`src/rtl/dbus_pkg.sv`:
```
`default_nettype none
// ============================================================================
// Module      : dbus_pkg
// Description : Shared types and constants for the CPU data-bus bridge.
// Revision    : 1.0 - initial release
// ============================================================================
package dbus_pkg;

  typedef enum logic [1:0] {
    ST_IDLE = 2'd0,
    ST_RAM  = 2'd1,
    ST_IO   = 2'd2,
    ST_ACK  = 2'd3
  } state_e;

  localparam logic [3:0]  REGION_RAM = 4'h0;
  localparam logic [3:0]  REGION_IO  = 4'h1;

  // Read data handed back on an unmapped or aborted read.
  localparam logic [31:0] ERR_RDATA  = 32'h0;

endpackage
`default_nettype wire

```
`src/rtl/dbus_decode.sv`:
```
`default_nettype none
// ============================================================================
// Module      : dbus_decode
// Description : Maps the top address nibble to a RAM / IO / unmapped select.
// Revision    : 1.0 - initial release
// ============================================================================
module dbus_decode
  import dbus_pkg::*;
(
  input  logic [3:0] region,
  output logic       sel_ram,
  output logic       sel_io
);

  always_comb begin
    sel_ram = 1'b0;
    sel_io  = 1'b0;
    if (region == REGION_RAM) begin
      sel_ram = 1'b1;
    end else if (region == REGION_IO) begin
      sel_io = 1'b1;
    end
  end

endmodule
`default_nettype wire

```
`src/rtl/dbus_bridge.sv`:
```
`default_nettype none
// ============================================================================
// Module      : dbus_bridge
// Description : CPU data-port bridge to on-chip RAM and memory-mapped I/O,
//               with wait-state generation and unmapped-access reporting.
//               Optional I/O timeout abort enabled by DBUS_TIMEOUT_EN.
// Revision    : 1.0 - initial release
// ============================================================================
module dbus_bridge
  import dbus_pkg::*;
#(
  parameter int RAM_AW     = 12,
  parameter int RAM_WAIT   = 1,
  parameter int IO_TIMEOUT = 255
) (
  input  logic              clk,
  input  logic              reset,
  input  logic              cpu_stb,
  input  logic              cpu_we,
  input  logic [31:0]       cpu_addr,
  input  logic [31:0]       cpu_wdata,
  output logic [31:0]       cpu_rdata,
  output logic              cpu_ack,
  output logic              bus_err,
  output logic              ram_en,
  output logic              ram_we,
  output logic [RAM_AW-1:0] ram_addr,
  output logic [31:0]       ram_wdata,
  input  logic [31:0]       ram_rdata,
  output logic              io_stb,
  output logic              io_we,
  output logic [27:0]       io_addr,
  output logic [31:0]       io_wdata,
  input  logic [31:0]       io_rdata,
  input  logic              io_ack
);

  localparam logic [3:0] c_ram_wait = 4'(RAM_WAIT);

  state_e     r_state;
  logic [3:0] r_wcnt;
  logic       w_sel_ram;
  logic       w_sel_io;

  dbus_decode u_decode (
    .region  (cpu_addr[31:28]),
    .sel_ram (w_sel_ram),
    .sel_io  (w_sel_io)
  );

`ifdef DBUS_TIMEOUT_EN
  localparam logic [7:0] c_io_timeout = 8'(IO_TIMEOUT);

  logic [7:0] r_tcnt;
  logic       w_io_expire;

  // Fires in the IO cycle whose count increment would reach the limit.
  assign w_io_expire = ((r_tcnt + 8'd1) == c_io_timeout);
`endif

  always_ff @(posedge clk or negedge reset) begin
    if (!reset) begin
      r_state   <= ST_IDLE;
      r_wcnt    <= 4'd0;
      cpu_rdata <= 32'h0;
      cpu_ack   <= 1'b0;
      bus_err   <= 1'b0;
      ram_en    <= 1'b0;
      ram_we    <= 1'b0;
      ram_addr  <= '0;
      ram_wdata <= 32'h0;
      io_stb    <= 1'b0;
      io_we     <= 1'b0;
      io_addr   <= 28'h0;
      io_wdata  <= 32'h0;
`ifdef DBUS_TIMEOUT_EN
      r_tcnt    <= 8'd0;
`endif
    end else begin
      cpu_ack <= 1'b0;
      bus_err <= 1'b0;

      case (r_state)
        ST_IDLE: begin
          if (cpu_stb) begin
            if (w_sel_ram) begin
              r_state   <= ST_RAM;
              r_wcnt    <= c_ram_wait;
              ram_en    <= 1'b1;
              ram_we    <= cpu_we;
              ram_addr  <= cpu_addr[RAM_AW+1:2];
              ram_wdata <= cpu_wdata;
            end else if (w_sel_io) begin
              r_state  <= ST_IO;
              io_stb   <= 1'b1;
              io_we    <= cpu_we;
              io_addr  <= cpu_addr[27:0];
              io_wdata <= cpu_wdata;
`ifdef DBUS_TIMEOUT_EN
              r_tcnt   <= 8'd0;
`endif
            end else begin
              // Unmapped: no slave is touched, error completes next cycle.
              r_state <= ST_ACK;
              cpu_ack <= 1'b1;
              bus_err <= 1'b1;
              if (!cpu_we) begin
                cpu_rdata <= ERR_RDATA;
              end
            end
          end
        end

        ST_RAM: begin
          if (r_wcnt != 4'd0) begin
            r_wcnt <= r_wcnt - 4'd1;
          end else begin
            if (!ram_we) begin
              cpu_rdata <= ram_rdata;
            end
            ram_en  <= 1'b0;
            ram_we  <= 1'b0;
            r_state <= ST_ACK;
            cpu_ack <= 1'b1;
          end
        end

        ST_IO: begin
          if (io_ack) begin
            if (!io_we) begin
              cpu_rdata <= io_rdata;
            end
            io_stb  <= 1'b0;
            io_we   <= 1'b0;
            r_state <= ST_ACK;
            cpu_ack <= 1'b1;
          end
`ifdef DBUS_TIMEOUT_EN
          else if (w_io_expire) begin
            if (!io_we) begin
              cpu_rdata <= ERR_RDATA;
            end
            io_stb  <= 1'b0;
            io_we   <= 1'b0;
            r_state <= ST_ACK;
            cpu_ack <= 1'b1;
            bus_err <= 1'b1;
          end else begin
            r_tcnt <= r_tcnt + 8'd1;
          end
`endif
        end

        ST_ACK: begin
          r_state <= ST_IDLE;
        end

        default: begin
          r_state <= ST_IDLE;
        end
      endcase
    end
  end

endmodule
`default_nettype wire

```
`config.mk`:
```
export PLATFORM = sky130hd
export DESIGN_NAME = dbus_bridge
export DESIGN_NICKNAME = d
export VERILOG_FILES = /design/src/rtl/dbus_pkg.sv /design/src/rtl/dbus_decode.sv /design/src/rtl/dbus_bridge.sv
export SDC_FILE = /design/constraint.sdc
export NUM_CORES = 1
export LEC_CHECK = 0
export BUFFER_PORTS_ARGS = -buffer_cell sky130_fd_sc_hd__clkbuf_2
export CAP_MARGIN = 5
export CORE_AREA = 2 2 137 106
export DETAILED_ROUTE_END_ITERATION = 7
export DIE_AREA = 0 0 139 108
export GPL_TIMING_DRIVEN = 0
export MAX_ROUTING_LAYER = met4
export PLACE_DENSITY = 0.88
export SLEW_MARGIN = 15
export SYNTH_ARGS = -nofsm -noshare
export SYNTH_HDL_FRONTEND = slang
export SYNTH_HIERARCHICAL = 1
export SYNTH_SLANG_ARGS = --single-unit
```
`constraint.sdc`:
```
create_clock -name clk -period 2.4 [get_ports clk]
set_clock_uncertainty 0.2 [all_clocks]
set_input_delay 0.24 -clock clk [delete_from_list [all_inputs] [get_ports clk]]
set_output_delay 0.24 -clock clk [all_outputs]
set_load 0.05 [all_outputs]
```
# Yosys cells after proc, flatten, opt, wreduce, memory -nomap -nowiden
# Cells that the tools add are included.
dict set report word_totals {
  word_cells 88
  ff_bits 148
  output_inout_bits 142
}
dict set report op_classes {
  reduce_logical 13
  n_eq_ne 15
  bitwise_logic 1
  muxes 45
  addsub 1
}
# operator n
set ops {}
lappend ops {{$mux W32} 8}
lappend ops {{$pmux W32 S3} 1}
lappend ops {{$mux W1} 22}
lappend ops {{$ne A2 B2 Y1 const B} 9}
lappend ops {{$mux W4} 3}
lappend ops {{$reduce_and A4 Y1} 3}
lappend ops {{$reduce_and A9 Y1} 1}
lappend ops {{$mux W2} 4}
lappend ops {{$pmux W1 S2} 4}
lappend ops {{$pmux W2 S4} 1}
lappend ops {{$pmux W4 S2} 1}
lappend ops {{$reduce_and A3 Y1} 2}
lappend ops {{$reduce_and A5 Y1} 1}
lappend ops {{$eq A2 B2 Y1 const B} 2}
lappend ops {{$eq A4 B1 Y1 const B} 1}
lappend ops {{$logic_not A4 Y1} 1}
lappend ops {{$ne A2 B1 Y1 const B} 2}
lappend ops {{$reduce_bool A2 Y1} 2}
lappend ops {{$reduce_bool A4 Y1} 1}
lappend ops {{$sub A4 B1 Y4 const B} 1}
lappend ops {{$pmux W1 S3} 1}
lappend ops {{$reduce_bool A3 Y1} 1}
lappend ops {{$eq A2 B1 Y1 const B} 1}
lappend ops {{$logic_not A2 Y1} 1}
lappend ops {{$not A1 Y1} 1}

# Logic depth before layout (Yosys ltp)
# Gate-level depths: netlist of run 1.
dict set report depth {
  ltp_word 7
  ltp_mapped 8
  ltp_nobuf 6
}

# Hierarchy
# Netlist of run 1, hierarchy kept.
# module cells_each area_per_inst_um2 n_inst
set by_module_without_submodules {}
lappend by_module_without_submodules {dbus_bridge 446 6373.6 1}
lappend by_module_without_submodules {dbus_decode 2 27.5 1}

# Worst setup path after synthesis of run 1
# OpenSTA, ideal clock, no wires.
dict set report synth_timing {
  path_kind {reg-to-reg}
  startpoint {register r_state[0]}
  endpoint {register cpu_rdata[0]}
  t_required_ps 2075
  stages_incl_launch_ff 8
  arrival_time_ps 1855
  period_less_slack_ps 2180
  slack_ps 220
  setup_ps 125
  path_cell_list {dfrtp_1 -> inv_1 -> ha_1 -> clkbuf_1 -> a221oi_1 -> nand4_4 -> buf_6 -> mux2_4}
}
dict set report synth_via {
  elab_chain_len 3
  word_cells_on_any_way 14
  cone_classes {eq/ne (10); mux (1); reduce/logical (3)}
}
# item line
set synth_lines {}
lappend synth_lines {{start, declared} dbus_bridge.sv:40} ;# state_e r_state;
lappend synth_lines {{start signal, assigned} dbus_bridge.sv:63} ;# r_state <= ST_IDLE;
lappend synth_lines {{start signal, assigned} dbus_bridge.sv:87} ;# r_state <= ST_RAM;
lappend synth_lines {{start signal, assigned} dbus_bridge.sv:94} ;# r_state <= ST_IO;
lappend synth_lines {{$eq A2 B1 Y1, or another cell as far along} dbus_bridge.sv:83} ;# case (r_state)
lappend synth_lines {{$ne A2 B2 Y1 (no source line) or $reduce_bool A3 Y1 (tied branches)} -}
lappend synth_lines {{$reduce_and A9 Y1 (no source line)} -}
lappend synth_lines {{end signal, assigned} dbus_bridge.sv:119} ;# cpu_rdata <= ram_rdata;
lappend synth_lines {{end signal, assigned} dbus_bridge.sv:131} ;# cpu_rdata <= io_rdata;
lappend synth_lines {{end, declared} dbus_bridge.sv:22} ;# output logic [31:0] cpu_rdata,
# Several ways; a longest one is shown, not always the timed one.
# A chain may end at the register's enable or synchronous reset.

# Final worst setup path of run 1
# Same ends and word-level chain as after synthesis.

==> flow_summary.ini, run 1 <==
[global_route]
grt_pass1_wl_mm = 26.86
grt_pass1_vias = 5263
antenna_found_initial = 0
grt_max_degree = 78
gr-total-overflow = 0
grt_use_total_pct = 23.41

[cts]
clkLatencyLatePin_ps = 400
cts.sink_count = 148
clockBufferDepth = 2
cts_tree = done
cts_htree_levels = 4
root_buffer = clkbuf_16
cts.reportedPaths.clkPinSlew_ps = 70
cts-buffers-inserted = 17

[timing]
relSlewSlack_pct = 58.85
finalCriticalPeriod_ps = 2293
slew_viol_final = 0
fin_crit_sh_pct = 95.54
setup_ws_ps = 107.0
setup_violations = 0
timing.fmax_mhz = 436.1
grt_setup_unrepaired = yes
hold_viol_final = 0
tightest_slew_ps = 617.2
whs_ps = 38.90

[synthesis]
yosys_warnings = 6
synth_xor_area_share_pct = 0
syn_area_per_cell_sq_um = 14.29
synth_area_sq_mm = 0.006401
synthAdderAreaFrac_pct = 1.173
yosysSeqAreaShare_pct = 57.86
synth_top_area_cell = dfrtp_1
yosys-mux-area-fraction_pct = 25.84
yosysTopAreaCellShare_pct = 57.86
synth-seq-cells = 148
synth.area.top_cells = dfrtp_1, mux2_2, mux2_4
synth-edff-count = 0
synth_top_family_by_area = multiplexers
synth_top_flop_cell = dfrtp_1
synth_compound_area_share_pct = 6.861
synth-simple-area-share_pct = 5.532
syn_inst = 448
synthDistinctLibCells = 33
synthArstFlopShare_pct = 100.0
synth_fp_nets = 587

[routing]
first_pass_iters = 5
routed_wl_mm = 17.16
drtIter0Drc = 271
final_antenna_net_count = 0
viasPerCell = 5.052
num_vias = 5012
avgRoutedWirePerCell_um = 17.30
drc_errors = 0

[finish]
area_delta_synth_final_pct = 45.09
multi_input_area_sq_mm = 0.002536
n_fill_cell = 910
final_nets = 943
layout-drive-gt1-share_pct = 57.53
seqCellArea_sq_mm = 0.003704
antenna_cells = 0

[critical_path]
critPathRequiredTime_ps = 2500
crit_slowest_cell = dfrtp_1
path_class = register to register
crit_arrival_ps = 2390
path_buf_inv = 2
path_delay_family = flip-flops
max_stage_delay_ps = 400
path_cells = inv_1 -> ha_2 -> nor2b_1 -> o21ba_2 -> nand4_4 -> buf_6 -> mux2_4
cp.depth = 7
start_kind = register
crit_path_max_fanout = 10
reg2reg_depth = 7
cp-end-kind = register

[power]
powerDensity_mw_per_mm2 = 1522
leakage_nw = 4.948
vdd_ir_drop_max_mv = 1.003

[floorplanning]
dieHeight_um = 108
coreArea_sq_mm = 0.01352
die_area_sq_mm = 0.01501
chipWidth_um = 139
start_util_pct = 47.35
ios = 275
rows = 37

[placement]
portBuffers = 274
routabilityCongestion = 0.7923
dp_hpwl_mm = 11.88
post-place-ws_ps = -385.9

[worst_hold_path]
holdPathStages = 4
hold_path.class = input pin to register

[job]
maxCapViolCount = 0

[run_status]
status = completed
registers in the layout, indices dropped and copies added, names as in the netlist:
| register | flops |
|---|---|
| bus_err | 1 |
| cpu_ack | 1 |
| cpu_rdata | 32 |
| io_addr | 28 |
| io_stb | 1 |
| io_wdata | 32 |
| io_we | 1 |
| r_state | 2 |
| r_wcnt | 4 |
| ram_addr | 12 |
| ram_en | 1 |
| ram_wdata | 32 |
| ram_we | 1 |
layout make-up:
| class | instances | share of cell area (%) |
|---|---|---|
| plain buffers | 25 | 1.603 |
| clock buffers | 19 | 4.877 |
| clock inverters | 13 | 1.199 |
| inverters | 12 | 0.4850 |
| multi-input cells | 260 | 27.31 |
| flip-flops and latches | 148 | 39.88 |
| well taps | 175 | 2.358 |
| repair buffers | 340 | 22.30 |
metrics by stage:
step	setup TNS (ps)	utilization (%)	cell area [sq um]	power (W)	cells
6_report	0	68.71	9288	0.01414	992
5_1_grt	-78.63	68.71	9288	0.01482	992
4_1_cts	0	68.29	9231	0.01398	992
3_5_place_dp	-23020	59.39	8028	0.01135	898
3_3_place_gp	-248460	59.12	7991	0.01115	897
2_1_floorplan	0	-	6401	0.009592	448
where the power goes:
group / switching, W / internal (W)
clock network: 0.00110 / 0.00141
logic: 0.00509 / 0.00257
registers: 0.000535 / 0.00343
total: 0.00672 / 0.00742
cell families (layout without fill, tap and decap cells):
family          Yosys count  after routing
flops                   148            148
fa+ha+maj                 6              6
simple gates             55             55
buf+inv                  40            409
mux                     137            137
compound gates           62             62
path summary, 6_finish.rpt:
path,end,start,slack (ps)
max,cpu_rdata[0],r_state[0],110
min,cpu_rdata[7],ram_rdata[7],40
max reg2reg,cpu_rdata[0],r_state[0],110
min reg2reg,io_addr[27],io_addr[27],300
max in group asynchronous,ram_addr[2],reset,1020
min in group asynchronous,io_addr[17],reset,210
routing by layer:
layer	track usage (%)	vias up	share of wire, %
met5	-	-	0
met3	4.694	14	5.0
li1	-	2312	-
met4	6.566	0	1.0
met1	29.16	2518	42
met2	39.55	168	52
cells in the mapped netlist (all sizes together), types with 2 or more instances:
library cell and number:
o22ai 3, a21oi 6, nor2b 34, o21ba 2, o21ai 8, ha 6
mux2 136, nor2 4, dfrtp 148, inv 12, buf 16, a22oi 34
a22o 4, clkbuf 12, nand3b 2, a221oi 2, nand2 6, and3 2
nand3 2
cell usage in the layout (no fill, tap or decap), types with 6 or more instances in the layout:
master,synthesis,layout
a21oi_1,6,6
a22oi_1,34,34
buf_2,1,11
clkbuf_1,11,9
clkbuf_16,0,18
clkbuf_2,1,274
dfrtp_1,148,148
dlygate4sd3_1,0,63
inv_1,12,12
inv_6,0,6
mux2_2,106,106
mux2_4,30,30
nor2b_1,34,34
o21ai_0,8,8
worst reg2reg max path, stage by stage, from the launching register on:
cell and delay, ps:
dfrtp_1 400, inv_1 120, ha_2 350, nor2b_1 200, o21ba_2 200, nand4_4 190, buf_6 210, mux2_4 320
what timing repair did:
action	CTS	global route
pin swaps	0	2
hold buffers	63	0
setup endpoints to repair	123	42
endpoints found under the hold margin	182	0
resized for setup	10	9
setup buffers	0	1
gates cloned	0	1
Power figures use the tool's default switching activity.
==> run 2: changes to the inputs <==
CORE_AREA = 2 2 109 132   (was 2 2 137 106)
DIE_AREA = 0 0 111 134   (was 0 0 139 108)
==> run 2 against run 1 <==
  * Register-to-register slack worse by 20 ps
  * Final area is 0.19% higher
  * Global-route usage increased by 0.16 points
  * Final cell count decreased by 0.50%
  * Combinational power about the same
  * Hold slack got worse by 3.7 ps
  * Sequential share of layout area shrank 0.075 points
  * Total power is 0.47% higher
  * Flip-flop and latch count is the same
  * Highest routed layer unchanged
==> flow_summary.ini, run 2 (same netlist as run 1, synthesis figures left out) <==
[power]
pwr-share-seq_pct = 27.8
vdd_ir_drop_max_mv = 0.9275
intPower_w = 0.007577
swShare_pct = 46.66
power_frac_clock_pct = 18.3
p_comb_share_pct = 53.9
p_switching_w = 0.006628
leakage_nw = 4.961
powerDensity_mw_per_mm2 = 1526

[placement]
routabilityCongestion = 0.8244
dp_hpwl_mm = 11.40
post-place-ws_ps = -334.9
portBuffers = 274
dp_cells = 894

[cts]
cts-buffers-inserted = 17
clkLatencyLatePin_ps = 410
root_buffer = clkbuf_16
clockBufferDepth = 2
cts_tree = done
cts_htree_levels = 4
cts.sink_count = 148
cts.reportedPaths.clkPinSlew_ps = 60

[finish]
mostFrequentLayoutCells = clkbuf_2, dfrtp_1, mux2_2
area_delta_synth_final_pct = 45.37
layout_commonest_cell = clkbuf_2
layout-drive-gt1-share_pct = 57.48
final_cell_count_no_fill = 987
antenna_cells = 0
final_nets = 944
top_regs = cpu_rdata x32, io_wdata x32, ram_wdata x32

[critical_path]
crit_arrival_ps = 2410
start_kind = register
path_class = register to register
crit_path_max_fanout = 10
critPathRequiredTime_ps = 2490
cp-end-kind = register

[routing]
first_pass_iters = 4
drc_errors = 0
routed_wl_mm = 16.76
viasPerCell = 5.109
final_antenna_net_count = 0
num_vias = 5043
avgRoutedWirePerCell_um = 16.98
drtIter0Drc = 154

[floorplanning]
start_util_pct = 47.12
dieHeight_um = 134
chipWidth_um = 111
coreArea_sq_mm = 0.01358
rows = 47
die_area_sq_mm = 0.01487
ios = 275

[timing]
hold_viol_final = 0
tightest_slew_ps = 690.3
timing.fmax_mhz = 432.2
slew_viol_final = 0
fin_crit_sh_pct = 96.41
finalCriticalPeriod_ps = 2314
setup_violations = 0
tns_ps = 0
whs_ps = 35.18
setup_ws_ps = 86.14
grt_setup_unrepaired = yes
relSlewSlack_pct = 53.60

[job]
maxCapViolCount = 0

[global_route]
gr-total-overflow = 0
grt_use_total_pct = 23.57
grt_max_degree = 83
grt_pass1_vias = 5396
grt_pass1_wl_mm = 26.86
antenna_found_initial = 0

[worst_hold_path]
hold_path.class = input pin to register

[run_status]
status = completed
run 2: final cells by class:
class,instances,area [sq um]
multi-input combinational,260,2541
buffer,25,141.4
inverter,12,45.04
clock inverter,11,128.9
clock buffer,19,452.9
timing repair buffer,341,2078
tap,171,214.0
sequential,148,3704
fill,945,4279
run 2: layer usage:
metal / wire length [um] / global-route usage (%) / vias up
li1: - / - / 2318
met5: 0 / - / -
met4: 592 / 10.76 / 0
met1: 6275 / 26.13 / 2490
met3: 815 / 5.423 / 48
met2: 9080 / 40.63 / 187
run 2: final timing paths:
| path | startpoint | to | slack (ps) | depth (start not counted) |
|---|---|---|---|---|
| setup / recovery | r_state[0] | cpu_rdata[25] | 90 | 7 |
| hold / removal | ram_rdata[24] | cpu_rdata[24] | 40 | 4 |
| setup reg to reg | r_state[0] | cpu_rdata[25] | 90 | 7 |
| hold reg to reg | ram_wdata[17] | ram_wdata[17] | 300 | 1 |
| max in group asynchronous | reset | ram_addr[9] | 1040 | 3 |
| min in group asynchronous | reset | cpu_rdata[0] | 190 | 2 |
run 2: per-stage QoR:
stage | area (sq um) | utilization [%] | power, W
finish | 9305 | 68.50 | 0.01420
global route | 9305 | 68.50 | 0.01489
CTS | 9241 | 68.03 | 0.01407
detailed placement | 8023 | 59.06 | 0.01134
global placement | 7986 | 58.79 | 0.01115
floorplan | 6401 | - | 0.009592
run 2: worst max-delay path: stages (launching register included):
cell and delay, ps:
dfrtp_1 400, inv_1 130, ha_2 360, nor2b_1 210, o21ba_2 200, nand4_4 170, buf_6 200, mux2_4 320
run 2: repair_timing:
item,4_1_cts,5_1_grt
hold endpoints to repair,174,0
hold buffers,63,0
buffers inserted,0,2
endpoints found under the setup margin,103,79
gates cloned,0,1
resized for setup,8,11
pin swaps,0,2
run 2: power groups by stage:
stage / clock (W) / combinational (W) / sequential [W]
2_1_floorplan: 0 / 0.00261 / 0.00698
3_3_place_gp: 0 / 0.00725 / 0.00390
3_5_place_dp: 0 / 0.00738 / 0.00396
4_1_cts: 0.00265 / 0.00749 / 0.00393
5_1_grt: 0.00277 / 0.00806 / 0.00407
6_report: 0.00260 / 0.00765 / 0.00395
